$ cat src/rtl/serdes_1_to_s_ddr_rx.sv
// Single-lane 4x-oversampling receiver: picks the sampling phase furthest from the
// observed data edges, deserialises MSB-first S-bit words, and supports bitslip.
module serdes_1_to_s_ddr_rx #(
    parameter int  S                     = 8,
    parameter int  D                     = 1,
    parameter real REF_FREQ              = 310.0,
    parameter      HIGH_PERFORMANCE_MODE = "TRUE",
    parameter      DATA_FORMAT           = "PER_CLOCK"
) (
    input  logic          rxclk,
    input  logic          reset,
    input  logic          datain_p,
    input  logic          datain_n,
    input  logic          enable_phase_detector,
    input  logic          enable_monitor,
    input  logic          bitslip,
    input  logic          idelay_rdy,
    input  logic [15:0]   bit_rate_value,
    input  logic          dcd_correct,
    output logic          rx_lckd,
    output logic [S-1:0]  rx_data,
    output logic          rx_data_valid,
    output logic [4:0]    bit_time_value,
    output logic [7:0]    debug,
    output logic [31:0]   eye_info,
    output logic [31:0]   m_delay_1hot,
    output logic [31:0]   clock_sweep
);
    localparam int CW = $clog2(S);

    if ((S != 4 && S != 6 && S != 8) || D != 1 || DATA_FORMAT != "PER_CLOCK" ||
        REF_FREQ < 0.0 || (HIGH_PERFORMANCE_MODE != "TRUE" && HIGH_PERFORMANCE_MODE != "FALSE")) begin : g_bad_cfg
        $error("serdes_1_to_s_ddr_rx: unsupported parameter set");
    end

    logic          s_q, s_d, sp_q, sp_d, bsp_q, bsp_d;
    logic [7:0]    win_q, win_d;
    logic [7:0]    cnt_q [4];
    logic [7:0]    cnt_d [4];
    logic [7:0]    cnt_upd [4];
    logic [1:0]    sel_q, sel_d;
    logic          lck_q, lck_d;
    logic [31:0]   eye_q, eye_d, sweep_q, sweep_d;
    logic [S-1:0]  sh_q, sh_d, data_q, data_d;
    logic [CW-1:0] bcnt_q, bcnt_d;
    logic [2:0]    pend_q, pend_d;
    logic          valid_q, valid_d;
    logic          edge_det, strobe, rise, consume;
    logic [1:0]    ctr, best_p;
    logic [7:0]    best_c;
    logic [9:0]    total;
    logic          unused_inputs;

    assign unused_inputs = ^{datain_n, bit_rate_value, dcd_correct, sh_q[S-1]};

    always_comb begin
        s_d      = datain_p;
        sp_d     = s_q;
        bsp_d    = bitslip;
        win_d    = win_q + 8'd1;
        sel_d    = sel_q;
        lck_d    = lck_q;
        eye_d    = eye_q;
        sweep_d  = sweep_q;
        sh_d     = sh_q;
        data_d   = data_q;
        bcnt_d   = bcnt_q;
        valid_d  = 1'b0;
        ctr      = win_q[1:0];
        edge_det = s_q ^ sp_q;
        strobe   = (ctr == sel_q);
        rise     = bitslip & ~bsp_q;
        consume  = strobe && (pend_q != 3'd0);
        total    = '0;
        best_c   = '0;
        best_p   = '0;

        // the final cycle's edge belongs to the window it closes
        for (int p = 0; p < 4; p++) begin
            cnt_upd[p] = cnt_q[p];
            if (edge_det && ctr == 2'(p) && cnt_q[p] != 8'hff)
                cnt_upd[p] = cnt_q[p] + 8'd1;
            cnt_d[p] = cnt_upd[p];
            total    = total + 10'(cnt_upd[p]);
        end
        best_c = cnt_upd[0];
        for (int p = 1; p < 4; p++) begin
            if (cnt_upd[p] > best_c) begin
                best_c = cnt_upd[p];
                best_p = 2'(p);
            end
        end

        if (strobe) begin
            sh_d = {sh_q[S-2:0], s_q};
            if (!consume) begin
                if (bcnt_q == CW'(S-1)) begin
                    data_d  = {sh_q[S-2:0], s_q};
                    valid_d = 1'b1;
                    bcnt_d  = '0;
                end else begin
                    bcnt_d = bcnt_q + CW'(1);
                end
            end
        end

        pend_d = pend_q;
        if (consume)
            pend_d = pend_d - 3'd1;
        if (rise && pend_d != 3'd7)
            pend_d = pend_d + 3'd1;

        if (win_q == 8'hff) begin
            eye_d   = enable_monitor ? {cnt_upd[3], cnt_upd[2], cnt_upd[1], cnt_upd[0]} : 32'd0;
            if (enable_phase_detector && total != 10'd0)
                sel_d = best_p + 2'd2;
            if (total >= 10'd8)
                lck_d = 1'b1;
            else if (total == 10'd0)
                lck_d = 1'b0;
            sweep_d = sweep_q + 32'd1;
            for (int p = 0; p < 4; p++)
                cnt_d[p] = '0;
        end
        if (!enable_monitor)
            eye_d = 32'd0;
    end

    always_ff @(posedge rxclk) begin
        if (reset || !idelay_rdy) begin
            s_q     <= 1'b0;
            sp_q    <= 1'b0;
            bsp_q   <= 1'b0;
            win_q   <= '0;
            sel_q   <= 2'd2;
            lck_q   <= 1'b0;
            eye_q   <= '0;
            sweep_q <= '0;
            sh_q    <= '0;
            data_q  <= '0;
            bcnt_q  <= '0;
            pend_q  <= '0;
            valid_q <= 1'b0;
            for (int p = 0; p < 4; p++)
                cnt_q[p] <= '0;
        end else begin
            s_q     <= s_d;
            sp_q    <= sp_d;
            bsp_q   <= bsp_d;
            win_q   <= win_d;
            sel_q   <= sel_d;
            lck_q   <= lck_d;
            eye_q   <= eye_d;
            sweep_q <= sweep_d;
            sh_q    <= sh_d;
            data_q  <= data_d;
            bcnt_q  <= bcnt_d;
            pend_q  <= pend_d;
            valid_q <= valid_d;
            for (int p = 0; p < 4; p++)
                cnt_q[p] <= cnt_d[p];
        end
    end

    assign rx_lckd        = lck_q;
    assign rx_data        = data_q;
    assign rx_data_valid  = valid_q;
    assign bit_time_value = 5'd4;
    assign debug          = {sel_q, 6'b0};
    assign eye_info       = eye_q;
    assign m_delay_1hot   = 32'd1 << sel_q;
    assign clock_sweep    = sweep_q;
endmodule

$ cat config.mk
export PLATFORM = sky130hd
export DESIGN_NAME = serdes_1_to_s_ddr_rx
export DESIGN_NICKNAME = d
export VERILOG_FILES = /design/src/rtl/serdes_1_to_s_ddr_rx.sv
export SDC_FILE = /design/constraint.sdc
export NUM_CORES = 1
export LEC_CHECK = 0
export ABC_AREA = 1
export CELL_PAD_IN_SITES_DETAIL_PLACEMENT = 0
export CELL_PAD_IN_SITES_GLOBAL_PLACEMENT = 1
export CORE_AREA = 3 3 173 125
export CTS_CLUSTER_DIAMETER = 120
export DETAILED_ROUTE_END_ITERATION = 12
export DIE_AREA = 0 0 176 128
export GPL_TIMING_DRIVEN = 0
export PLACE_DENSITY = 0.85
export SYNTH_ARGS = -nofsm -noshare
export SYNTH_HDL_FRONTEND = slang
export SYNTH_SLANG_ARGS = --single-unit
$ cat constraint.sdc
create_clock -name rxclk -period 6.2 [get_ports rxclk]
set_input_delay 0.93 -clock rxclk [delete_from_list [all_inputs] [get_ports rxclk]]
set_output_delay 0.93 -clock rxclk [all_outputs]
set_load 0.005 [all_outputs]
Word level (Yosys, flattened, before mapping):

Memory sizes are Yosys's and may differ from the RTL's.
Cells that the tools add are included.

* output and inout bits: 119
* ROM bits: 0
* register bits: 100
* latch bits: 0
* memory bits (writable): 32
* memories: 1

Memory list
* cnt_q: depth 4, width 8, read ports 4, clocked after Yosys merged registers in 0, write ports 4, line 38 `logic [7:0] cnt_q [4];`

* multipliers: 0
* reduce and logical (&&, ||, !) cells: 24
* equality and inequality tests: 11
* div/mod/pow operators: 0
* order comparisons: 4
* muxes and demuxes: 23
* add/subtract/negate cells: 13
* shift operators: 1
* bitwise logic cells: 10

Operators with widths (count)
* $mux 8: 10
* $add 8x1->8 const B: 5
* $add 32x1->32 const B: 1
* $mux 32: 1
* $ne 8x8->1 const B: 4
* $shl 1x2->32 const A: 1
* $gt 8x8->1: 3
* $logic_and 1x1->1: 11
* $add 10x8->10: 1
* $add 9x8->10: 1
* $ge 10x4->1 const B: 1
* $logic_not 10->1: 1
* $reduce_bool 10->1: 1
* $add 8x8->9: 1
* $mux 3: 3
* $eq 8x8->1 const B: 1
* $mux 1: 7
* $add 3x1->3 const B: 2
* $reduce_and 2->1: 3
* $eq 2x2->1 const B: 2
* $mux 2: 2
* $not 1->1: 4
* $or 1x1->1: 4
* $eq 3x3->1 const B: 1
* other kinds (15): 15

Depth between registers and ports, before layout:

Gate-level depths: netlist of the first run.

* depth after elaboration: 11
* depth in mapped cells: 39
* mapped depth without buffers: 39

Worst setup path before layout of the first run:

No wires, ideal clock.

* path type: register to register
* start: memory cnt_q[0][0]
* end: register sel_q[0]
* stages on the path, launching flop included: 36
* setup slack: 1.330 ns
* arrival: 4.750 ns
* clock period less this slack: 4.870 ns
* required time: 6.079 ns
* setup time: 0.121 ns
* buffers on the path: 1
* cell sequence: dfxtp_1 > ha_1 > nand2_1 > nor2_1 > nand2_1 > nand2_4 > nor4_2 > nand3_1 > xnor2_1 > inv_1 > ha_1 > nand2_1 > nor2_1 > a211oi_1 > nand2_4 > nand2_4 > nand2_1 > and2_1 > ha_1 > a21oi_1 > o21ai_0 > nand2_1 > o211ai_1 > nand2_1 > clkbuf_1 > nand3_1 > nand2_1 > ha_1 > inv_1 > nor2_1 > o21ai_0 > a21boi_0 > o21ai_0 > a21oi_1 > nor2_1 > a21oi_1

RTL lines
* from (decl): line 38
* to (signal assigned): line 151 `sel_q <= sel_d;`
* to (decl): line 41 `logic [1:0] sel_q, sel_d;`

==> qor.yml, run 1 <==
ys.warnings.count: 0
cts_tree: "done"
setup_viol: 0
hold_buffers: 0
period_needed_ns: 5.66
startpoint_type: "flip-flop"
post-route-period-util_pct: 91.3
path_max_fanout: 10
die_area_um2: 22500
skew_ns: 0.00987
coreArea_um2: 19900
yosysSeqAreaShare_pct: 34.9
drive_above_1_share_pct: 10.9
initial_core_util_pct: 38.2
combPwrFrac_pct: 9.0
synthAdderAreaFrac_pct: 11.8
drv_slew: 0
antenna_found_initial: 0
hold-path-cell-count: 2
grt_pass1_wl_mm: 32.8
synth_xor_area_share_pct: 5.09
nNetsFinal: 1226
ctsHtreeMaxLevel: 4
regArea_um2: 2640
ys.flop_type: "dfxtp_1"
synth_top_family_by_area: "simple AND/OR/NAND/NOR gates"
synth_top_area_share_pct: 34.9
synthMuxAreaShare_pct: 0
syn_inst: 996
r2r-start: "cnt_q[1][0]$_SDFF_PP0_"
areaGrowthSynthToFinish_pct: 26.5
vias: 6634
ant_nets: 0
cts_buffer_depth: 2
pwr-share-clk_pct: 49.9
layoutNonFillerInstCount: 1421
synth_area_um2: 7570
holdPathEnd: "sh_q[6]$_SDFFE_PP0N_"
die_h_um: 128
status: "finished clean"
p_int_uw: 1560
endpoint_kind: "flip-flop"
worst_ep_required_time_ns: 6.51
place.gp.congestion: 0.911
worstHoldStart: "sh_q[6]$_SDFFE_PP0N_"
p_per_area_nw_per_um2: 217
ys_ff_latch: 132
io_pins: 144
critPathMaxStageDelay_ns: 0.35
critical_path_class: "reg2reg"
yosys.area.top_type: "dfxtp_1"
crit_slowest_cell: "ha_1"
drv_cap: 0
drt_iter0_drc: 506
worstHoldPathType: "reg2reg"
ys_async_sr_fraction_pct: 0
r2r_cells: 38
grt_overflow: 0
seqPwrFrac_pct: 41.1
multi_input_area_um2: 4150
drc: 0
insertion_delay_ns: 0.43
rows: 43
swShare_pct: 25.3
cts_num_sinks: 132
grt_max_degree: 17
place_hpwl_mm: 16.0
slew_headroom_pct: 53.4
num-fill-cells: 1940
dr.pass1.iters: 7
crit_top_cell: "nand2_1"
syn_avg_cell_area_um2: 7.61
max_freq_mhz: 177
power_leakage_uw: 0.00409
rr_endpoint: "sel_q[1]$_SDFFE_PP1P_"
viasPerCell: 4.67
crit_arrival_ns: 5.98
grtUsageTotal_pct: 18.6
synthDistinctLibCells: 48
rrSetupSlack_ns: 0.54
cts_made_buffers: 17
routed_wl_mm: 20.5
clk_pin_slew_worst_paths_ns: 0.06
wl_per_cell_um: 14.4
switchingPower_uw: 526
vdd_ir_drop_max_mv: 0.138
dp.cells: 1389
tightest_slew_ns: 0.698
synth_area_leaders: "dfxtp_1 (35%), inv_1 (7.6%), ha_1 (7.6%)"
synth_compound_area_share_pct: 10.6
synth_edf_count: 0
cts_root_buf: "clkbuf_16"
portBuffers: 86
diodes: 0
p_total_uw: 2080
final_hold_viol_count: 0
grt_pass1_vias: 6205
synthSimpleGateAreaFrac_pct: 24.6
die_w_um: 176
## Yosys cell counts (2+ instances only)
master	count
inv_2	6
conb_1	2
dfxtp_1	132
nor3b_1	2
nand4_2	2
xor2_1	33
nor2_4	5
a21oi_1	63
inv_1	154
nand3_1	43
nand2_4	3
nor2_2	3
nand2_2	11
buf_4	39
buf_1	4
nand3_2	2
a31oi_1	2
o21a_1	2
nand2_1	134
o21ai_0	62
and2_1	8
nor3_1	22
nor3b_2	2
nor4_1	10
nor2_1	110
nand3b_1	2
nand4_1	17
nor3_2	4
o211ai_1	11
clkbuf_1	18
ha_1	46
fa_1	16
xnor2_1	11
## how the worst max path moves through the flow
stage / from / end / slack, ns / depth (start not counted)
floorplan: cnt_q[0][0]$_SDFF_PP0_ / sel_q[0]$_SDFFE_PP0P_ / 1.33 / 35
global placement: cnt_q[1][0]$_SDFF_PP0_ / sel_q[1]$_SDFFE_PP1P_ / 0.22 / 38
detailed placement: cnt_q[1][0]$_SDFF_PP0_ / sel_q[1]$_SDFFE_PP1P_ / 0.11 / 38
CTS: cnt_q[1][0]$_SDFF_PP0_ / sel_q[1]$_SDFFE_PP1P_ / 0.10 / 38
global route: win_q[1]$_SDFF_PP0_ / sel_q[0]$_SDFFE_PP0P_ / -0.04 / 37
finish: cnt_q[1][0]$_SDFF_PP0_ / sel_q[1]$_SDFFE_PP1P_ / 0.54 / 38
## layout make-up
type / count / share of cell area (%)
Multi-Input combinational cell: 680 / 43.3
Sequential cell: 132 / 27.6
Timing Repair Buffer: 87 / 9.06
Inverter: 160 / 6.27
Clock buffer: 17 / 4.44
Buffer: 61 / 3.96
Tap cell: 270 / 3.53
Clock inverter: 14 / 1.83
## critical path, delay by kind of cell (launching register included)
kind                       cells  cell delay (ns)
AOI/OAI and AO/OA              5             0.64
xor gates and xnor gates       1             0.22
adders and majority gates      4             1.15
buffers and inverters          5             0.53
DFF                            1             0.33
and+or+nand+nor               23             2.69
## cell usage in the layout (no fill, tap or decap), drive strengths merged, types with 3 or more instances in the layout
cell / n
xnor2: 11
clkinv: 4
buf: 44
nand3: 46
clkinvlp: 3
nand2: 148
nor4: 11
clkbuf: 35
bufinv: 3
o211ai: 11
a21oi: 63
dfxtp: 132
ha: 46
nor3: 27
conb: 39
and2: 8
nand4: 19
fa: 16
clkdlybuf4s50: 86
xor2: 33
nor2: 119
inv: 164
nor3b: 4
o21ai: 63
## per-stage QoR
| stage | TNS [ns] | setup WS [ns] | utilization, % | area, µm² | hold WS [ns] |
|---|---|---|---|---|---|
| final | 0 | 0.536 | 48.3 | 9580 | 0.460 |
| after detailed placement | 0 | 0.113 | 44.9 | 8910 | 0.449 |
| after CTS | 0 | 0.103 | 47.9 | 9510 | 0.458 |
| after global placement | 0 | 0.216 | 44.9 | 8910 | 0.440 |
| after floorplan | 0 | 1.33 | - | 7710 | 0.425 |
| after global routing | -0.0518 | -0.0368 | 48.3 | 9580 | 0.490 |
## flip-flops by register name, indices dropped and copies added (netlist names), 2 cells and up
name         flops
sh_q             7
win_q            8
sel_q            2
cnt_q           32
clock_sweep     32
rx_data          8
pend_q           3
bcnt_q           3
eye_info        32
## cells by family (layout without fill, tap and decap cells)
kind of cell	Yosys count	count (layout)
flip-flops	132	132
AO/OA/AOI/OAI	148	148
XOR/XNOR	44	44
buffers and inverters	221	339
other	2	39
adder cells (fa/ha/maj)	62	62
AND/OR/NAND/NOR	387	387
## metal layers
layer  wire (µm)  track usage [%]  vias to the layer above
met2        7970             24.7                      195
met3        1540             5.57                       31
met4         299             5.54                        0
met5           0                0                        -
met1       10700             28.3                     3008
li1            -                -                     3400
## power groups by stage
stage	logic, µW	registers (µW)	clock network, µW
final	188	855	1040
after global routing	214	855	1100
after CTS	178	854	1060
after detailed placement	177	873	0
after global placement	174	873	0
after floorplan	131	873	0
## timing repair
| item | CTS | global route |
|---|---|---|
| buffers inserted | 0 | 1 |
| gates resized for setup | 0 | 14 |
| endpoints found under the setup margin | 0 | 2 |
Power figures use the tool's default switching activity.
==> run 2: changes to the inputs <==
Settings changed: HOLD_SLACK_MARGIN set to 0.15.
==> results of run 2 <==
Same layout as run 1: the final DEF is identical, and so are final timing and power.
==> run 3: changes to the inputs <==
--- a/config.mk
+++ b/config.mk
@@ -17,2 +17,3 @@
 export PLACE_DENSITY = 0.85
+export SLEW_MARGIN = 20
 export SYNTH_ARGS = -nofsm -noshare
--- a/constraint.sdc
+++ b/constraint.sdc
@@ -3,2 +3,2 @@
 set_output_delay 0.93 -clock rxclk [all_outputs]
-set_load 0.005 [all_outputs]
+set_load 0.02 [all_outputs]
==> results of run 3 <==
Same layout as run 1 (identical final DEF). Status: finished clean.
Main changes from that run: total power 2080 µW -> 2100 µW
